$ cat src/rtl/pheap_root_ctrl_pkg.sv
// Shared types and helpers for the pipelined heap priority queue root controller.
// Optional error-pulse output is enabled by defining PHEAP_ROOT_ERR_EN.
package pheap_root_ctrl_pkg;

  localparam int KEY_W = 8;
  localparam int VAL_W = 8;
  localparam int CAP_W = 8;

  typedef enum logic [1:0] {
    LEQ     = 2'd0,
    DEQ     = 2'd1,
    ENQ_DEQ = 2'd2
  } opcode_t;

  typedef struct packed {
    logic [KEY_W-1:0] key;
    logic [VAL_W-1:0] val;
  } kv_t;

  typedef struct packed {
    logic             active;
    logic [CAP_W-1:0] capacity;
    kv_t              kv;
  } entry_t;

  localparam kv_t    KV_EMPTY    = '0;
  localparam entry_t ENTRY_EMPTY = '0;

  typedef enum logic [1:0] {
    ST_IDLE = 2'd0,
    ST_EXEC = 2'd1,
    ST_GAP  = 2'd2
  } state_t;

  // Number of nodes in a full heap of the given depth.
  function automatic int pheap_capacity(input int levels);
    return (1 << levels) - 1;
  endfunction

  // Enqueue goes left while the left subtree has room at least equal to the right.
  function automatic logic pick_enq_pos(input entry_t l, input entry_t r);
    return !((l.capacity != '0) && (l.capacity >= r.capacity));
  endfunction

endpackage

$ cat src/rtl/pheap_root_ctrl_if.sv
// Client request / dequeue-response bundle for the heap root controller.
interface pheap_root_ctrl_if;
  import pheap_root_ctrl_pkg::*;

  logic    req_valid;
  logic    req_ready;
  opcode_t req_op;
  kv_t     req_kv;
  logic    deq_valid;
  kv_t     deq_kv;

  modport master (
    output req_valid, req_op, req_kv,
    input  req_ready, deq_valid, deq_kv
  );

  modport slave (
    input  req_valid, req_op, req_kv,
    output req_ready, deq_valid, deq_kv
  );

endinterface

$ cat src/rtl/pheap_root_ctrl_child_sel.sv
// Combinational comparison of an incoming key against the two level-2 nodes.
// An inactive child behaves as smaller than any key; ties between children pick left.
module pheap_root_ctrl_child_sel
  import pheap_root_ctrl_pkg::*;
(
  input  logic [KEY_W-1:0] in_key,
  input  logic             l_active,
  input  kv_t              l_kv,
  input  logic             r_active,
  input  kv_t              r_kv,
  output logic             in_gt_both,
  output logic             max_pos,
  output kv_t              max_kv
);

  logic gt_l;
  logic gt_r;
  logic pick_l;

  // Rank the incoming key against both children and select the larger child.
  always_comb begin
    gt_l       = !l_active || (in_key > l_kv.key);
    gt_r       = !r_active || (in_key > r_kv.key);
    in_gt_both = gt_l && gt_r;
    pick_l     = l_active && (!r_active || (l_kv.key >= r_kv.key));
    max_pos    = !pick_l && r_active;
    if (pick_l) begin
      max_kv = l_kv;
    end else if (r_active) begin
      max_kv = r_kv;
    end else begin
      max_kv = KV_EMPTY;
    end
  end

endmodule

$ cat src/rtl/pheap_root_ctrl.sv
// Level-1 controller of the pipelined heap: holds the root entry, serves client
// ENQ/DEQ/ENQ_DEQ requests and issues work to level 2 with enforced spacing.
// Define PHEAP_ROOT_ERR_EN to add an err pulse for LEQ-when-full / DEQ-when-empty.
module pheap_root_ctrl
  import pheap_root_ctrl_pkg::*;
#(
  parameter  int LEVELS    = 4,
  parameter  int ISSUE_GAP = 2,
  localparam int CAPACITY  = pheap_capacity(LEVELS),
  localparam int CNT_W     = $clog2(CAPACITY + 1)
) (
  input  logic               clk,
  input  logic               rst,
  pheap_root_ctrl_if.slave   client,
  output logic [CNT_W-1:0]   count,
  output logic               full,
  output logic               empty,
  output logic               l2_start,
  output opcode_t            l2_op,
  output kv_t                l2_kv,
  output logic               l2_pos,
  input  logic               l2_active,
  input  entry_t             rBotL,
  input  entry_t             rBotR
`ifdef PHEAP_ROOT_ERR_EN
  ,
  output logic               err
`endif
);

  localparam int GAP_W = $clog2(ISSUE_GAP + 1);

  state_t           state;
  state_t           state_n;
  logic [GAP_W-1:0] gap;
  logic             accept;

  opcode_t          op_p0;
  kv_t              kv_p0;

  entry_t           root;
  entry_t           root_n;
  logic [CNT_W-1:0] count_n;
  logic             deq_fire;
  kv_t              deq_kv_n;
  logic             issue;
  kv_t              issue_kv;
  logic             issue_pos;

  logic             deq_valid_p1;
  kv_t              deq_kv_p1;

  logic             in_gt_both;
  logic             max_pos;
  kv_t              max_kv;

  assign full             = (count == CNT_W'(CAPACITY));
  assign empty            = (count == '0);
  assign client.req_ready = (state == ST_IDLE) && (gap == '0) && !l2_active;
  assign client.deq_valid = deq_valid_p1;
  assign client.deq_kv    = deq_kv_p1;
  assign accept           = client.req_valid && client.req_ready;

  pheap_root_ctrl_child_sel u_child_sel (
    .in_key     (kv_p0.key),
    .l_active   (rBotL.active),
    .l_kv       (rBotL.kv),
    .r_active   (rBotR.active),
    .r_kv       (rBotR.kv),
    .in_gt_both (in_gt_both),
    .max_pos    (max_pos),
    .max_kv     (max_kv)
  );

  // FSM state register.
  always_ff @(posedge clk) begin
    if (rst) begin
      state <= ST_IDLE;
    end else begin
      state <= state_n;
    end
  end

  // FSM next state: one EXEC cycle per request, then GAP only after an issue.
  always_comb begin
    state_n = state;
    case (state)
      ST_IDLE: if (accept) state_n = ST_EXEC;
      ST_EXEC: state_n = issue ? ST_GAP : ST_IDLE;
      ST_GAP:  if (gap <= GAP_W'(1)) state_n = ST_IDLE;
      default: state_n = ST_IDLE;
    endcase
  end

  // ---- p0: request capture ----
  // Latch the accepted request; evaluated in the following EXEC cycle.
  always_ff @(posedge clk) begin
    if (accept) begin
      op_p0 <= client.req_op;
      kv_p0 <= client.req_kv;
    end
  end

  // Evaluate the latched request against the root and the (idle, stable) level-2 nodes.
  always_comb begin
    root_n    = root;
    count_n   = count;
    deq_fire  = 1'b0;
    deq_kv_n  = KV_EMPTY;
    issue     = 1'b0;
    issue_kv  = KV_EMPTY;
    issue_pos = 1'b0;
    case (op_p0)
      LEQ: begin
        if (!full) begin
          count_n = count + 1'b1;
          if (!root.active) begin
            root_n = '{active: 1'b1, capacity: CAP_W'(CAPACITY - 1), kv: kv_p0};
          end else begin
            issue           = 1'b1;
            issue_pos       = pick_enq_pos(rBotL, rBotR);
            root_n.capacity = root.capacity - 1'b1;
            if (kv_p0.key > root.kv.key) begin
              root_n.kv = kv_p0;
              issue_kv  = root.kv;
            end else begin
              issue_kv  = kv_p0;
            end
          end
        end
      end
      DEQ: begin
        deq_fire = 1'b1;
        if (!empty) begin
          deq_kv_n        = root.kv;
          root_n.capacity = root.capacity + 1'b1;
          count_n         = count - 1'b1;
          if (!rBotL.active && !rBotR.active) begin
            root_n.active = 1'b0;
            root_n.kv     = KV_EMPTY;
          end else begin
            root_n.kv = max_kv;
            issue     = 1'b1;
            issue_pos = max_pos;
          end
        end
      end
      ENQ_DEQ: begin
        deq_fire = 1'b1;
        if (!root.active || (kv_p0.key >= root.kv.key)) begin
          deq_kv_n = kv_p0;
        end else begin
          deq_kv_n = root.kv;
          if (in_gt_both) begin
            root_n.kv = kv_p0;
          end else begin
            root_n.kv = max_kv;
            issue     = 1'b1;
            issue_kv  = kv_p0;
            issue_pos = max_pos;
          end
        end
      end
      default: ;
    endcase
  end

  // ---- p1: registered results, start pulse and issue-gap counter ----
  // Commit EXEC results; start/deq_valid are single-cycle pulses.
  always_ff @(posedge clk) begin
    if (rst) begin
      root         <= '{active: 1'b0, capacity: CAP_W'(CAPACITY), kv: KV_EMPTY};
      count        <= '0;
      gap          <= '0;
      deq_valid_p1 <= 1'b0;
      deq_kv_p1    <= KV_EMPTY;
      l2_start     <= 1'b0;
      l2_op        <= LEQ;
      l2_kv        <= KV_EMPTY;
      l2_pos       <= 1'b0;
    end else begin
      deq_valid_p1 <= 1'b0;
      l2_start     <= 1'b0;
      if (state == ST_EXEC) begin
        root         <= root_n;
        count        <= count_n;
        deq_valid_p1 <= deq_fire;
        if (deq_fire) deq_kv_p1 <= deq_kv_n;
        l2_start     <= issue;
        if (issue) begin
          l2_op  <= op_p0;
          l2_kv  <= issue_kv;
          l2_pos <= issue_pos;
        end
        gap <= issue ? GAP_W'(ISSUE_GAP) : '0;
      end else if (state == ST_GAP) begin
        gap <= gap - 1'b1;
      end
    end
  end

`ifdef PHEAP_ROOT_ERR_EN
  logic err_n;
  assign err_n = ((op_p0 == LEQ) && full) || ((op_p0 == DEQ) && empty);

  // Error pulse aligned with the request's result cycle.
  always_ff @(posedge clk) begin
    if (rst) begin
      err <= 1'b0;
    end else begin
      err <= (state == ST_EXEC) && err_n;
    end
  end
`endif

endmodule

$ cat src/flat_wrapper.sv
// flat-port wrapper written by rule: the top's interface ports become plain ports
module pheap_root_ctrl_flat import pheap_root_ctrl_pkg::*;
#(
  parameter  int LEVELS    = 4,
  parameter  int ISSUE_GAP = 2,
  localparam int CAPACITY  = pheap_capacity(LEVELS),
  localparam int CNT_W     = $clog2(CAPACITY + 1)
)
  (clk, rst, count, full, empty, l2_start, l2_op, l2_kv, l2_pos, l2_active, rBotL, rBotR, client_req_valid, client_req_op, client_req_kv, client_req_ready, client_deq_valid, client_deq_kv);
  pheap_root_ctrl_if client_i ();
  input  logic clk;
  input  logic rst;
  output logic [CNT_W-1:0] count;
  output logic full;
  output logic empty;
  output logic l2_start;
  output opcode_t l2_op;
  output kv_t l2_kv;
  output logic l2_pos;
  input  logic l2_active;
  input  entry_t rBotL;
  input  entry_t rBotR;
  input wire logic [$bits(client_i.req_valid)-1:0] client_req_valid;
  input wire logic [$bits(client_i.req_op)-1:0] client_req_op;
  input wire logic [$bits(client_i.req_kv)-1:0] client_req_kv;
  output wire logic [$bits(client_i.req_ready)-1:0] client_req_ready;
  output wire logic [$bits(client_i.deq_valid)-1:0] client_deq_valid;
  output wire logic [$bits(client_i.deq_kv)-1:0] client_deq_kv;
  assign client_i.req_valid = client_req_valid;
  assign client_i.req_op = client_req_op;
  assign client_i.req_kv = client_req_kv;
  assign client_req_ready = client_i.req_ready;
  assign client_deq_valid = client_i.deq_valid;
  assign client_deq_kv = client_i.deq_kv;
  pheap_root_ctrl #(.LEVELS(LEVELS), .ISSUE_GAP(ISSUE_GAP)) u_core (.clk(clk), .rst(rst), .client(client_i), .count(count), .full(full), .empty(empty), .l2_start(l2_start), .l2_op(l2_op), .l2_kv(l2_kv), .l2_pos(l2_pos), .l2_active(l2_active), .rBotL(rBotL), .rBotR(rBotR));
endmodule
$ cat config.mk
export PLATFORM = sky130hd
export DESIGN_NAME = pheap_root_ctrl_flat
export DESIGN_NICKNAME = d
export VERILOG_FILES = /design/src/rtl/pheap_root_ctrl_pkg.sv /design/src/rtl/pheap_root_ctrl_if.sv /design/src/rtl/pheap_root_ctrl_child_sel.sv /design/src/rtl/pheap_root_ctrl.sv /design/src/flat_wrapper.sv
export SDC_FILE = /design/constraint.sdc
export NUM_CORES = 1
export LEC_CHECK = 0
export ABC_AREA = 1
export CAP_MARGIN = 40
export CORE_MARGIN = 5
export CORE_UTILIZATION = 40
export DETAILED_ROUTE_END_ITERATION = 6
export PLACE_DENSITY = 0.77
export SLEW_MARGIN = 20
export SYNTH_ARGS = -nofsm -noshare
export SYNTH_HDL_FRONTEND = slang
export SYNTH_HIERARCHICAL = 1
export SYNTH_SLANG_ARGS = --single-unit
$ cat constraint.sdc
create_clock -name clk -period 5.74 [get_ports clk]
set_clock_uncertainty 0.1 [all_clocks]
set_input_delay 1.148 -clock clk [delete_from_list [all_inputs] [get_ports clk]]
set_output_delay 1.148 -clock clk [all_outputs]
set_load 0.05 [all_outputs]
==> results_dict.tcl <==
set metrics [dict create \
    status "finished clean" \
    finalMaxSlewViolations 0 \
    maxSlewHeadroom_pct 48.1 \
    n_fill_cell 1384 \
    cts_tree "built" \
    wl_um 16500 \
    timing.fmax_ghz 0.266 \
    fin_crit_ps 3760 \
    irDropWorstVdd_mv 0.151 \
    ys_types 43 \
    pin_count 116 \
    synth_cells 802 \
    worstPathCellList "clkdlybuf4s50_1, nor2_1, clkdlybuf4s50_1" \
    ant_nets 0 \
    crit_fanout 2 \
    post-route-period-util_pct 65.5 \
    ctsResizeCount 0 \
    slowest_delay_ps 820 \
    viasPerCell 5.32 \
    synth_nets 926 \
    die_area_mm2 0.0166 \
    ys_seq_area_share_pct 31.5 \
    antenna_found_initial 0 \
    grt_max_degree 34 \
    dp_hpwl_um 12400 \
    cts_root_buffer "clkbuf_16" \
    drc 0 \
    rsz0062_at_grt "false" \
    yosys_warnings 6 \
    netlist_area_mm2 0.00566 \
    clkLatencyLatePin_ps 350 \
    slowest_stage "clkdlybuf4s50_1" \
    finalHoldViolations 0 \
    cp_num_buf_inv 2 \
    route.vias.total 5756 \
    gp_congestion 0.879 \
    die-width_um 129 \
    worstSetupEndpointType "output pin" \
    postLayoutSetupSlackWorst_ps 1980 \
    crit_top_cell "clkdlybuf4s50_1" \
    place_ws_ps 1710 \
    path_clk_slew_ps 60 \
    power_density_mw_per_mm2 317 \
    holdBufCountCts 0 \
    grt_pass1_vias 5472 \
    antenna_cells 0 \
    clock_path_buffers 2 \
    crit_family "buffers and inverters" \
    cts_inserted_buffers 9 \
    drt_first_pass_iters 6 \
    wl_per_cell_um 15.2 \
    drive_gt1_share_pct 7.10 \
    synth-seq-cells 80 \
    max_cap_violations 0 \
    hold_path.class "reg -> reg" \
    overflow 0 \
    initial_utilization_pct 40.8 \
    crit_type "in -> out" \
    post_cts_buffers 0 \
    grt_pass1_wl_um 26100 \
    cts_sinks 80 \
    drt_iter0_drc 523 \
    io_buffers 115 \
    avgSynthCellArea_um2 7.05 \
    num_rows 43 \
    arrival_ps 2510 \
    setup_viol 0 \
    start_kind "input pin" \
    worst_pin_slew_ps 778 \
    core-area_mm2 0.0139 \
    cp.required_ps 4490 \
    grt_usage_pct 19.5 \
    fp.dieH_um 129 \
    fin_setup_tns_ps 0 \
    p_leak_nw 3.25 \
    htreeDepth 3 \
    nNetsFinal 1021 \
    area_delta_synth_final_pct 27.0 \
]
==> placed cells by master, fill, tap and decap left out, types with 10 or more instances in the layout <==
| cell | n |
|---|---|
| nand2_1 | 200 |
| nand3_1 | 52 |
| o21ai_1 | 12 |
| ha_1 | 51 |
| a21oi_1 | 59 |
| dfxtp_1 | 62 |
| clkdlybuf4s50_1 | 115 |
| edfxtp_1 | 18 |
| nand4_1 | 20 |
| clkbuf_16 | 10 |
| inv_1 | 106 |
| o22ai_1 | 16 |
| a31oi_1 | 16 |
| o21ai_0 | 38 |
| nor2_1 | 51 |
==> per-layer routing <==
metal	wire, um	vias up	global-route usage (%)
met2	7890	262	33.5
met5	0	-	0
met4	511	0	7.29
met1	6720	2598	23.4
li1	-	2845	-
met3	1360	51	5.23
==> final cells by class <==
cell class              instances  area, um2  area share, %
multi-input cells             571       3220           44.9
flip-flops and latches         80       1780           24.8
repair buffers                121       1220           17.0
inverters                     114        440           6.13
clock buffers                  11        254           3.54
well taps                     180        225           3.14
clock inverters                 5       38.8          0.540
==> state kept, by name (all words and copies together) (netlist names) <==
signal and cells:
u_core/kv_p0 16, u_core/client.deq_kv 16, u_core/l2_start 1, u_core/state 2, u_core/root 17, u_core/l2_pos 1
u_core/gap 2, u_core/client.deq_valid 1, u_core/l2_op 2, u_core/l2_kv 16, u_core/op_p0 2, u_core/count 4
==> worst register-to-register path: stages, from the launching register on <==
cell and delay, ps:
edfxtp_1 510, ha_1 360, nand2_1 80, nor2_1 140
nand2_1 70, nand2_1 60, nand2_1 40, nand2_1 50
nand2_1 60, inv_1 70, nor2_2 40, buf_4 200
a21oi_2 600, o22ai_1 170, o21ai_1 210, nor2_1 70
==> final timing paths <==
kind | from | endpoint | slack (ps) | cells after the start
worst min register to register | u_core/l2_kv[5]$_SDFFE_PP0P_ | u_core/l2_kv[5]$_SDFFE_PP0P_ | 370 | 2
worst max-delay path | l2_active | client_req_ready | 1980 | 3
worst max register to register | u_core/kv_p0[15]$_DFFE_PP_ | u_core/root[13]$_SDFFE_PP0P_ | 2800 | 15
worst min-delay path | u_core/l2_kv[5]$_SDFFE_PP0P_ | u_core/l2_kv[5]$_SDFFE_PP0P_ | 370 | 2
==> cell families after synthesis <==
family	Yosys count	synth area share, %
AOI/OAI and AO/OA	166	16.8
xor gates and xnor gates	2	0.310
adders and majority gates	52	11.6
buffers and inverters	151	11.5
DFF	80	31.5
and+or+nand+nor	351	28.2
==> Yosys cell counts (all sizes together) <==
cell | instances | area (um2)
nand2 | 212 | 865
inv | 114 | 440
a21oi | 68 | 382
dfxtp | 62 | 1240
nor2 | 59 | 251
nand3 | 55 | 298
ha | 51 | 638
o21ai | 50 | 250
buf | 22 | 155
nand4 | 21 | 146
edfxtp | 18 | 541
a31oi | 16 | 100
o22ai | 16 | 100
clkbuf | 15 | 56.3
o211ai | 8 | 60.1
o21a | 5 | 37.5
nor4 | 2 | 12.5
a211oi | 1 | 7.51
a21boi | 1 | 7.51
a21o | 1 | 7.51
fa | 1 | 20.0
nor3 | 1 | 16.3
or2 | 1 | 6.26
xnor2 | 1 | 8.76
xor2 | 1 | 8.76
==> power breakdown <==
| part | total (mW) | internal, mW | switching [mW] |
|---|---|---|---|
| Sequential | 0.746 | 0.671 | 0.0757 |
| Clock | 0.561 | 0.321 | 0.240 |
| Combinational | 0.971 | 0.332 | 0.638 |
==> through the flow <==
step                      area, um2  total power [mW]  utilization [%]  std cells  hold WS (ps)
after floorplan                5660              1.44                -        802           366
after global placement         6840              1.69             49.3       1063           354
after detailed placement       6870              1.71             49.5       1065           359
after CTS                      7170              2.28             51.6       1081           368
after global routing           7180              2.42             51.7       1082           388
final                          7180              2.28             51.7       1082           367
Note: power is estimated with default switching activity, not from simulation.
